==> src/rtl/cache_control_nway_if.sv <==
// rtl/cache_control_nway_if.sv - CPU, datapath and memory signals of the N-way cache controller
interface cache_control_nway_if #(
  parameter int WAYS      = 4,
  parameter int BURST_LEN = 4,
  parameter int CNT_W     = 32
);
  localparam int WAY_W  = $clog2(WAYS);
  localparam int BEAT_W = $clog2(BURST_LEN) + 1;

  // CPU request side
  logic              mem_read;
  logic              mem_write;
  logic              mem_resp;

  // Datapath status of the addressed set
  logic [WAYS-1:0]   hit_vec;
  logic [WAYS-1:0]   valid_vec;
  logic [WAYS-1:0]   dirty_vec;
  logic [WAY_W-1:0]  plru_victim;

  // Datapath controls
  logic [WAY_W-1:0]  way_sel;
  logic              load_cache;
  logic              load_tag;
  logic              load_dirty;
  logic              dirty_val;
  logic              load_lru;
  logic              source_sel;
  logic              addrmux_sel;
  logic              tag_sel;
  logic [BEAT_W-1:0] beat_idx;

  // Memory burst port
  logic              pmem_read;
  logic              pmem_write;
  logic              pmem_ready;

  // Statistics and error
  logic [CNT_W-1:0]  hit_count;
  logic [CNT_W-1:0]  miss_count;
  logic              multi_hit_err;

  // Environment side: CPU, datapath arrays and memory
  modport master (
    output mem_read, mem_write, hit_vec, valid_vec, dirty_vec, plru_victim, pmem_ready,
    input  mem_resp, way_sel, load_cache, load_tag, load_dirty, dirty_val, load_lru,
           source_sel, addrmux_sel, tag_sel, beat_idx, pmem_read, pmem_write,
           hit_count, miss_count, multi_hit_err
  );

  // Controller side
  modport slave (
    input  mem_read, mem_write, hit_vec, valid_vec, dirty_vec, plru_victim, pmem_ready,
    output mem_resp, way_sel, load_cache, load_tag, load_dirty, dirty_val, load_lru,
           source_sel, addrmux_sel, tag_sel, beat_idx, pmem_read, pmem_write,
           hit_count, miss_count, multi_hit_err
  );
endinterface

==> src/rtl/cache_control_nway.sv <==
// rtl/cache_control_nway.sv - control FSM for an N-way write-back write-allocate cache
module cache_control_nway #(
  parameter int WAYS      = 4,
  parameter int BURST_LEN = 4,
  parameter int CNT_W     = 32
) (
  input logic                 clk,
  input logic                 rst,
  cache_control_nway_if.slave bus
);
  localparam int WAY_W  = $clog2(WAYS);
  localparam int BEAT_W = $clog2(BURST_LEN) + 1;
  localparam logic [BEAT_W-1:0] LAST_BEAT = BEAT_W'(BURST_LEN - 1);

  typedef enum logic [2:0] {IDLE, LOOKUP, WRITEBACK, FILL, INSTALL, RESPOND} state_t;

  state_t            state_q, state_d;
  logic [WAY_W-1:0]  victim_q, victim_d;
  logic [BEAT_W-1:0] beat_q, beat_d;
  logic              write_q, write_d;
  logic              hit_inc, miss_inc, multi_set;
  logic [WAY_W-1:0]  hit_way, inv_way;
  logic              inv_any;

  assign bus.beat_idx = beat_q;

  // Lowest matching way and lowest invalid way; scanning downward lets the lowest index win
  always_comb begin
    hit_way = '0;
    inv_way = '0;
    inv_any = 1'b0;
    for (int i = WAYS - 1; i >= 0; i--) begin
      if (bus.hit_vec[i]) hit_way = WAY_W'(i);
      if (!bus.valid_vec[i]) begin
        inv_way = WAY_W'(i);
        inv_any = 1'b1;
      end
    end
  end

  // State, victim, beat counter and latched write flag
  always_ff @(posedge clk) begin
    if (rst) begin
      state_q  <= IDLE;
      victim_q <= '0;
      beat_q   <= '0;
      write_q  <= 1'b0;
    end else begin
      state_q  <= state_d;
      victim_q <= victim_d;
      beat_q   <= beat_d;
      write_q  <= write_d;
    end
  end

  // Saturating statistics and the sticky multiple-hit flag
  always_ff @(posedge clk) begin
    if (rst) begin
      bus.hit_count     <= '0;
      bus.miss_count    <= '0;
      bus.multi_hit_err <= 1'b0;
    end else begin
      if (hit_inc && (bus.hit_count != '1)) bus.hit_count <= bus.hit_count + 1'b1;
      if (miss_inc && (bus.miss_count != '1)) bus.miss_count <= bus.miss_count + 1'b1;
      if (multi_set) bus.multi_hit_err <= 1'b1;
    end
  end

  // Next-state and datapath/memory strobes
  always_comb begin
    state_d         = state_q;
    victim_d        = victim_q;
    beat_d          = beat_q;
    write_d         = write_q;
    hit_inc         = 1'b0;
    miss_inc        = 1'b0;
    multi_set       = 1'b0;
    bus.mem_resp    = 1'b0;
    bus.way_sel     = '0;
    bus.load_cache  = 1'b0;
    bus.load_tag    = 1'b0;
    bus.load_dirty  = 1'b0;
    bus.dirty_val   = 1'b0;
    bus.load_lru    = 1'b0;
    bus.source_sel  = 1'b0;
    bus.addrmux_sel = 1'b1;
    bus.tag_sel     = 1'b1;
    bus.pmem_read   = 1'b0;
    bus.pmem_write  = 1'b0;

    case (state_q)
      IDLE: begin
        bus.addrmux_sel = 1'b0;
        if (bus.mem_read || bus.mem_write) state_d = LOOKUP;
      end
      LOOKUP: begin
        bus.way_sel = hit_way;
        multi_set   = |(bus.hit_vec & (bus.hit_vec - {{(WAYS-1){1'b0}}, 1'b1}));
        if (|bus.hit_vec) begin
          bus.mem_resp = 1'b1;
          bus.load_lru = 1'b1;
          hit_inc      = 1'b1;
          if (bus.mem_write) begin
            bus.load_cache = 1'b1;
            bus.load_dirty = 1'b1;
            bus.dirty_val  = 1'b1;
          end
          state_d = IDLE;
        end else begin
          // Write flag is latched so a request dropped mid-miss still completes correctly
          victim_d = inv_any ? inv_way : bus.plru_victim;
          write_d  = bus.mem_write;
          miss_inc = 1'b1;
          beat_d   = '0;
          if (bus.dirty_vec[victim_d] && bus.valid_vec[victim_d]) state_d = WRITEBACK;
          else                                                    state_d = FILL;
        end
      end
      WRITEBACK: begin
        bus.pmem_write = 1'b1;
        bus.tag_sel    = 1'b0;
        bus.way_sel    = victim_q;
        if (bus.pmem_ready) begin
          if (beat_q == LAST_BEAT) begin
            beat_d  = '0;
            state_d = FILL;
          end else begin
            beat_d = beat_q + 1'b1;
          end
        end
      end
      FILL: begin
        bus.pmem_read = 1'b1;
        bus.way_sel   = victim_q;
        if (bus.pmem_ready) begin
          if (beat_q == LAST_BEAT) begin
            beat_d  = '0;
            state_d = INSTALL;
          end else begin
            beat_d = beat_q + 1'b1;
          end
        end
      end
      INSTALL: begin
        bus.way_sel    = victim_q;
        bus.load_cache = 1'b1;
        bus.source_sel = 1'b1;
        bus.load_tag   = 1'b1;
        bus.load_dirty = 1'b1;
        bus.dirty_val  = 1'b0;
        state_d        = RESPOND;
      end
      RESPOND: begin
        bus.way_sel  = victim_q;
        bus.mem_resp = 1'b1;
        bus.load_lru = 1'b1;
        if (write_q) begin
          bus.load_cache = 1'b1;
          bus.load_dirty = 1'b1;
          bus.dirty_val  = 1'b1;
        end
        state_d = IDLE;
      end
      default: state_d = IDLE;
    endcase
  end
endmodule

==> src/flat_wrapper.sv <==
// flat-port wrapper written by rule: the top's interface ports become plain ports
module cache_control_nway_flat 
#(
  parameter int WAYS      = 4,
  parameter int BURST_LEN = 4,
  parameter int CNT_W     = 32
)
  (clk, rst, bus_mem_read, bus_mem_write, bus_hit_vec, bus_valid_vec, bus_dirty_vec, bus_plru_victim, bus_pmem_ready, bus_mem_resp, bus_way_sel, bus_load_cache, bus_load_tag, bus_load_dirty, bus_dirty_val, bus_load_lru, bus_source_sel, bus_addrmux_sel, bus_tag_sel, bus_beat_idx, bus_pmem_read, bus_pmem_write, bus_hit_count, bus_miss_count, bus_multi_hit_err);
  cache_control_nway_if #(.WAYS(WAYS), .BURST_LEN(BURST_LEN), .CNT_W(CNT_W)) bus_i ();
  input logic clk;
  input logic rst;
  input wire logic [$bits(bus_i.mem_read)-1:0] bus_mem_read;
  input wire logic [$bits(bus_i.mem_write)-1:0] bus_mem_write;
  input wire logic [$bits(bus_i.hit_vec)-1:0] bus_hit_vec;
  input wire logic [$bits(bus_i.valid_vec)-1:0] bus_valid_vec;
  input wire logic [$bits(bus_i.dirty_vec)-1:0] bus_dirty_vec;
  input wire logic [$bits(bus_i.plru_victim)-1:0] bus_plru_victim;
  input wire logic [$bits(bus_i.pmem_ready)-1:0] bus_pmem_ready;
  output wire logic [$bits(bus_i.mem_resp)-1:0] bus_mem_resp;
  output wire logic [$bits(bus_i.way_sel)-1:0] bus_way_sel;
  output wire logic [$bits(bus_i.load_cache)-1:0] bus_load_cache;
  output wire logic [$bits(bus_i.load_tag)-1:0] bus_load_tag;
  output wire logic [$bits(bus_i.load_dirty)-1:0] bus_load_dirty;
  output wire logic [$bits(bus_i.dirty_val)-1:0] bus_dirty_val;
  output wire logic [$bits(bus_i.load_lru)-1:0] bus_load_lru;
  output wire logic [$bits(bus_i.source_sel)-1:0] bus_source_sel;
  output wire logic [$bits(bus_i.addrmux_sel)-1:0] bus_addrmux_sel;
  output wire logic [$bits(bus_i.tag_sel)-1:0] bus_tag_sel;
  output wire logic [$bits(bus_i.beat_idx)-1:0] bus_beat_idx;
  output wire logic [$bits(bus_i.pmem_read)-1:0] bus_pmem_read;
  output wire logic [$bits(bus_i.pmem_write)-1:0] bus_pmem_write;
  output wire logic [$bits(bus_i.hit_count)-1:0] bus_hit_count;
  output wire logic [$bits(bus_i.miss_count)-1:0] bus_miss_count;
  output wire logic [$bits(bus_i.multi_hit_err)-1:0] bus_multi_hit_err;
  assign bus_i.mem_read = bus_mem_read;
  assign bus_i.mem_write = bus_mem_write;
  assign bus_i.hit_vec = bus_hit_vec;
  assign bus_i.valid_vec = bus_valid_vec;
  assign bus_i.dirty_vec = bus_dirty_vec;
  assign bus_i.plru_victim = bus_plru_victim;
  assign bus_i.pmem_ready = bus_pmem_ready;
  assign bus_mem_resp = bus_i.mem_resp;
  assign bus_way_sel = bus_i.way_sel;
  assign bus_load_cache = bus_i.load_cache;
  assign bus_load_tag = bus_i.load_tag;
  assign bus_load_dirty = bus_i.load_dirty;
  assign bus_dirty_val = bus_i.dirty_val;
  assign bus_load_lru = bus_i.load_lru;
  assign bus_source_sel = bus_i.source_sel;
  assign bus_addrmux_sel = bus_i.addrmux_sel;
  assign bus_tag_sel = bus_i.tag_sel;
  assign bus_beat_idx = bus_i.beat_idx;
  assign bus_pmem_read = bus_i.pmem_read;
  assign bus_pmem_write = bus_i.pmem_write;
  assign bus_hit_count = bus_i.hit_count;
  assign bus_miss_count = bus_i.miss_count;
  assign bus_multi_hit_err = bus_i.multi_hit_err;
  cache_control_nway #(.WAYS(WAYS), .BURST_LEN(BURST_LEN), .CNT_W(CNT_W)) u_core (.clk(clk), .rst(rst), .bus(bus_i));
endmodule
==> config.mk <==
export PLATFORM = sky130hd
export DESIGN_NAME = cache_control_nway_flat
export DESIGN_NICKNAME = d
export VERILOG_FILES = /design/src/rtl/cache_control_nway_if.sv /design/src/rtl/cache_control_nway.sv /design/src/flat_wrapper.sv
export SDC_FILE = /design/constraint.sdc
export NUM_CORES = 1
export LEC_CHECK = 0
export CAP_MARGIN = 0
export CORE_UTILIZATION = 55
export CTS_BUF_LIST = sky130_fd_sc_hd__clkbuf_4 sky130_fd_sc_hd__clkbuf_8
export DETAILED_ROUTE_END_ITERATION = 8
export PLACE_DENSITY_LB_ADDON = 0.08
export SKIP_CTS_REPAIR_TIMING = 1
export SYNTH_ARGS = -nofsm -noshare
export SYNTH_HDL_FRONTEND = slang
export SYNTH_SLANG_ARGS = --single-unit
==> constraint.sdc <==
create_clock -name clk -period 4.16 [get_ports clk]
set_input_delay 0.416 -clock clk [delete_from_list [all_inputs] [get_ports clk]]
set_output_delay 0.416 -clock clk [all_outputs]
set_load 0.01 [all_outputs]
==> qor.yml <==
timing.critical_path.mode_cell: "clkdlybuf4s50_1"
die_h_um: 86.5
cts_tree: "done"
p_sw_uw: 344
portBuffers: 99
slew_headroom: 0.304
dr.pass1.iters: 5
synth_cell_type_count: 52
drtAntennaViolNets: 0
dp_hpwl_um: 7010
vias: 4015
grt_pass1_wl_um: 16400
path_cells: "clkdlybuf4s50_1 > or4_1 > nand3b_1 > a21boi_0 > or2_2 > clkdlybuf4s50_1"
grt.total_usage: 0.272
drc_errors: 0
seq_area_frac_synth: 0.377
finalCritPeriodShare: 0.754
ys_warn_count: 0
cts_buffers: 9
hold_class: "flop to flop"
ir_worst_vdd_mv: 0.196
intPower_mw: 1.14
setup_viol: 0
grt_pass1_vias: 3627
layout-area-overhead-vs-synth_pct: 31.6
critical_path_buf_inv_count: 2
fillCellCount: 551
synthArstFlopShare: 0
antennaDiodeCount: 0
finish.net_count: 597
drive_gt1_frac: 0.0621
avgSynthCellArea_um2: 8.05
clk_pin_slew_ns: 0.08
htree_levels: 3
reg2reg_from: "u_core.state_q[0]"
antenna_found_initial: 0
core-area_um2: 6830
clock_latency_ns: 0.35
status: "complete, no violations"
via_per_inst: 5.94
start_util: 0.575
required_ns: 3.74
cts_root_buf: "clkbuf_8"
drtIter0Drc: 178
swShare: 0.232
fmax_mhz: 319
io_pins: 100
tightest_slew_ns: 1.04
leakagePower_nw: 1.62
synth_nets: 510
pwr-share-comb: 0.090
wl_per_cell_um: 14.5
critPathMaxFanout: 7
cts.sinks: 74
hp-start: "u_core.write_q"
hold_violations: 0
endpoint_kind: "output pin"
num_rows: 30
design_area_um2: 5170
p_clk_frac: 0.420
grt-ovfl-total: 0
power.density_nw_per_um2: 287
finalWirelength_um: 9780
place_congestion: 0.799
ys_ff_latch: 74
die-area_um2: 7480
placed_cell_area_um2: 4950
seq_power_share: 0.490
slowest_stage: "or4_1"
min_period_ns: 3.14
finClkSkew_ns: 0.00860
worstSetupStartpointType: "primary input"
synth-main-ff-cell: "dfxtp_1"
grt_setup_unrepaired: "no"
critical_path_class: "primary input to output pin"
synthCells: 488
crit_family: "simple AND/OR/NAND/NOR gates"
die_x_um: 86.5
worstSetupStartpoint: "bus_hit_vec[3]"
drv_slew: 0
mappedNetlistArea_um2: 3930
synth_edf_count: 0
cpPeakStageDelay_ns: 0.73
tns_ns: 0
cp.arrival_ns: 2.72
drv_cap: 0
grt_max_degree: 62
cts_max_path_buffers: 2
## cell usage after synthesis (2+ instances only)
cell type   n  area share
mux2_2      9       0.026
nand4_1    17       0.027
inv_1       7      0.0067
xnor2_1     8       0.018
nand2_1    42       0.040
nor2b_1    13       0.021
and4_1      8       0.018
xor2_1      6       0.013
o21ai_0    31       0.040
and2_1      4      0.0064
buf_4       3      0.0057
nor2_1     39       0.037
buf_2       5      0.0064
o311ai_1    2      0.0045
or2_2       2      0.0032
nand2b_1    4      0.0064
and3_1      6      0.0096
nor3b_1     4      0.0076
o31ai_1    13       0.025
clkbuf_1   18       0.017
or4_1      12       0.023
mux2i_1     4       0.010
o211ai_1    2      0.0038
ha_1        3      0.0096
or3_1      30       0.048
dfxtp_1    74        0.38
nand3b_1    2      0.0038
nor4_1      7       0.011
nor4_4      2       0.011
o21a_1      2      0.0038
nand3_1    25       0.032
nand4b_1    2      0.0045
a21oi_1    48       0.061
nor3_1     12       0.015
a211oi_1    5      0.0096
## cell usage in the layout, fill, tap and decap left out, types with 5 or more instances in the layout
cell             instances
a211oi_1                 5
nor3_1                  12
nor2_1                  39
a21oi_1                 48
clkbuf_8                10
mux2_2                   9
nand2_1                 42
and4_1                   8
clkdlybuf4s50_1         98
nor2b_1                 13
and3_1                   6
nor4_1                   6
o21ai_0                 31
nand3_1                 25
o31ai_1                 13
xnor2_1                  8
xor2_1                   6
or4_1                   12
nand4_1                 17
inv_1                    7
dfxtp_1                 74
or3_1                   30
## layer usage
metal  vias up  global-route usage  wire length, µm
li1       1979                   -                -
met1      1886               0.322             4140
met2       135               0.483             4970
met3        15              0.0600              539
met4         0              0.0939              136
met5         -                   0                0
## area by class of cell
class,instances,area [µm²],area share
multi-input cells,381,2310,0.447
flip-flops and latches,74,1480,0.287
repair buffers,102,1010,0.195
clock buffers,11,145,0.0281
well taps,96,120,0.0232
clock inverters,5,77.6,0.0150
inverters,7,26.3,0.00508
## cells by family after synthesis
logic type               count (synthesis)  synth area share
buffers and inverters                   33            0.0360
adder cells (fa/ha/maj)                  4            0.0121
XOR/XNOR                                14            0.0312
flip-flops                              74             0.377
multiplexers                            13            0.0360
AO/OA/AOI/OAI                          112             0.166
AND/OR/NAND/NOR                        238             0.342
## worst paths after layout
check / slack [ns] / end / depth (start not counted)
hold reg to reg: 0.46 / u_core.write_q / 2
setup reg to reg: 1.41 / u_core.bus.hit_count[25] / 5
hold / removal: 0.46 / u_core.write_q / 2
setup / recovery: 1.02 / bus_load_dirty / 6
## registers in the layout, indices dropped and copies added, names as in the netlist
signal	flops
u_core.bus.hit_count	32
u_core.bus.beat_idx	3
u_core.victim_q	2
u_core.write_q	1
u_core.bus.multi_hit_err	1
u_core.bus.miss_count	32
u_core.state_q	3
## power groups by stage
stage                     Clock (mW)  Combinational, mW  Sequential (mW)
after floorplan                    0             0.0786            0.738
after CTS                      0.634              0.135            0.727
final                          0.624              0.134            0.728
after global routing           0.666              0.146            0.729
after global placement             0              0.131            0.743
after detailed placement           0              0.134            0.744
## worst register-to-register path, cell delays in order (launching register included)
cell	delay, ns
dfxtp_1	0.48
or3b_1	0.59
nor4_4	0.60
o311ai_1	0.40
or3_1	0.44
a21oi_1	0.15
## stage by stage
step	hold slack [ns]	worst slack [ns]	utilization	total power [mW]	cells
finish	0.459	1.02	0.757	1.48	676
CTS	0.463	1.04	0.757	1.50	676
floorplan	0.437	1.80	-	0.816	488
global placement	0.448	1.04	0.724	0.874	660
detailed placement	0.452	0.918	0.724	0.877	660
global route	0.471	0.945	0.757	1.54	676
No activity file was read; power rests on OpenSTA's default activity.
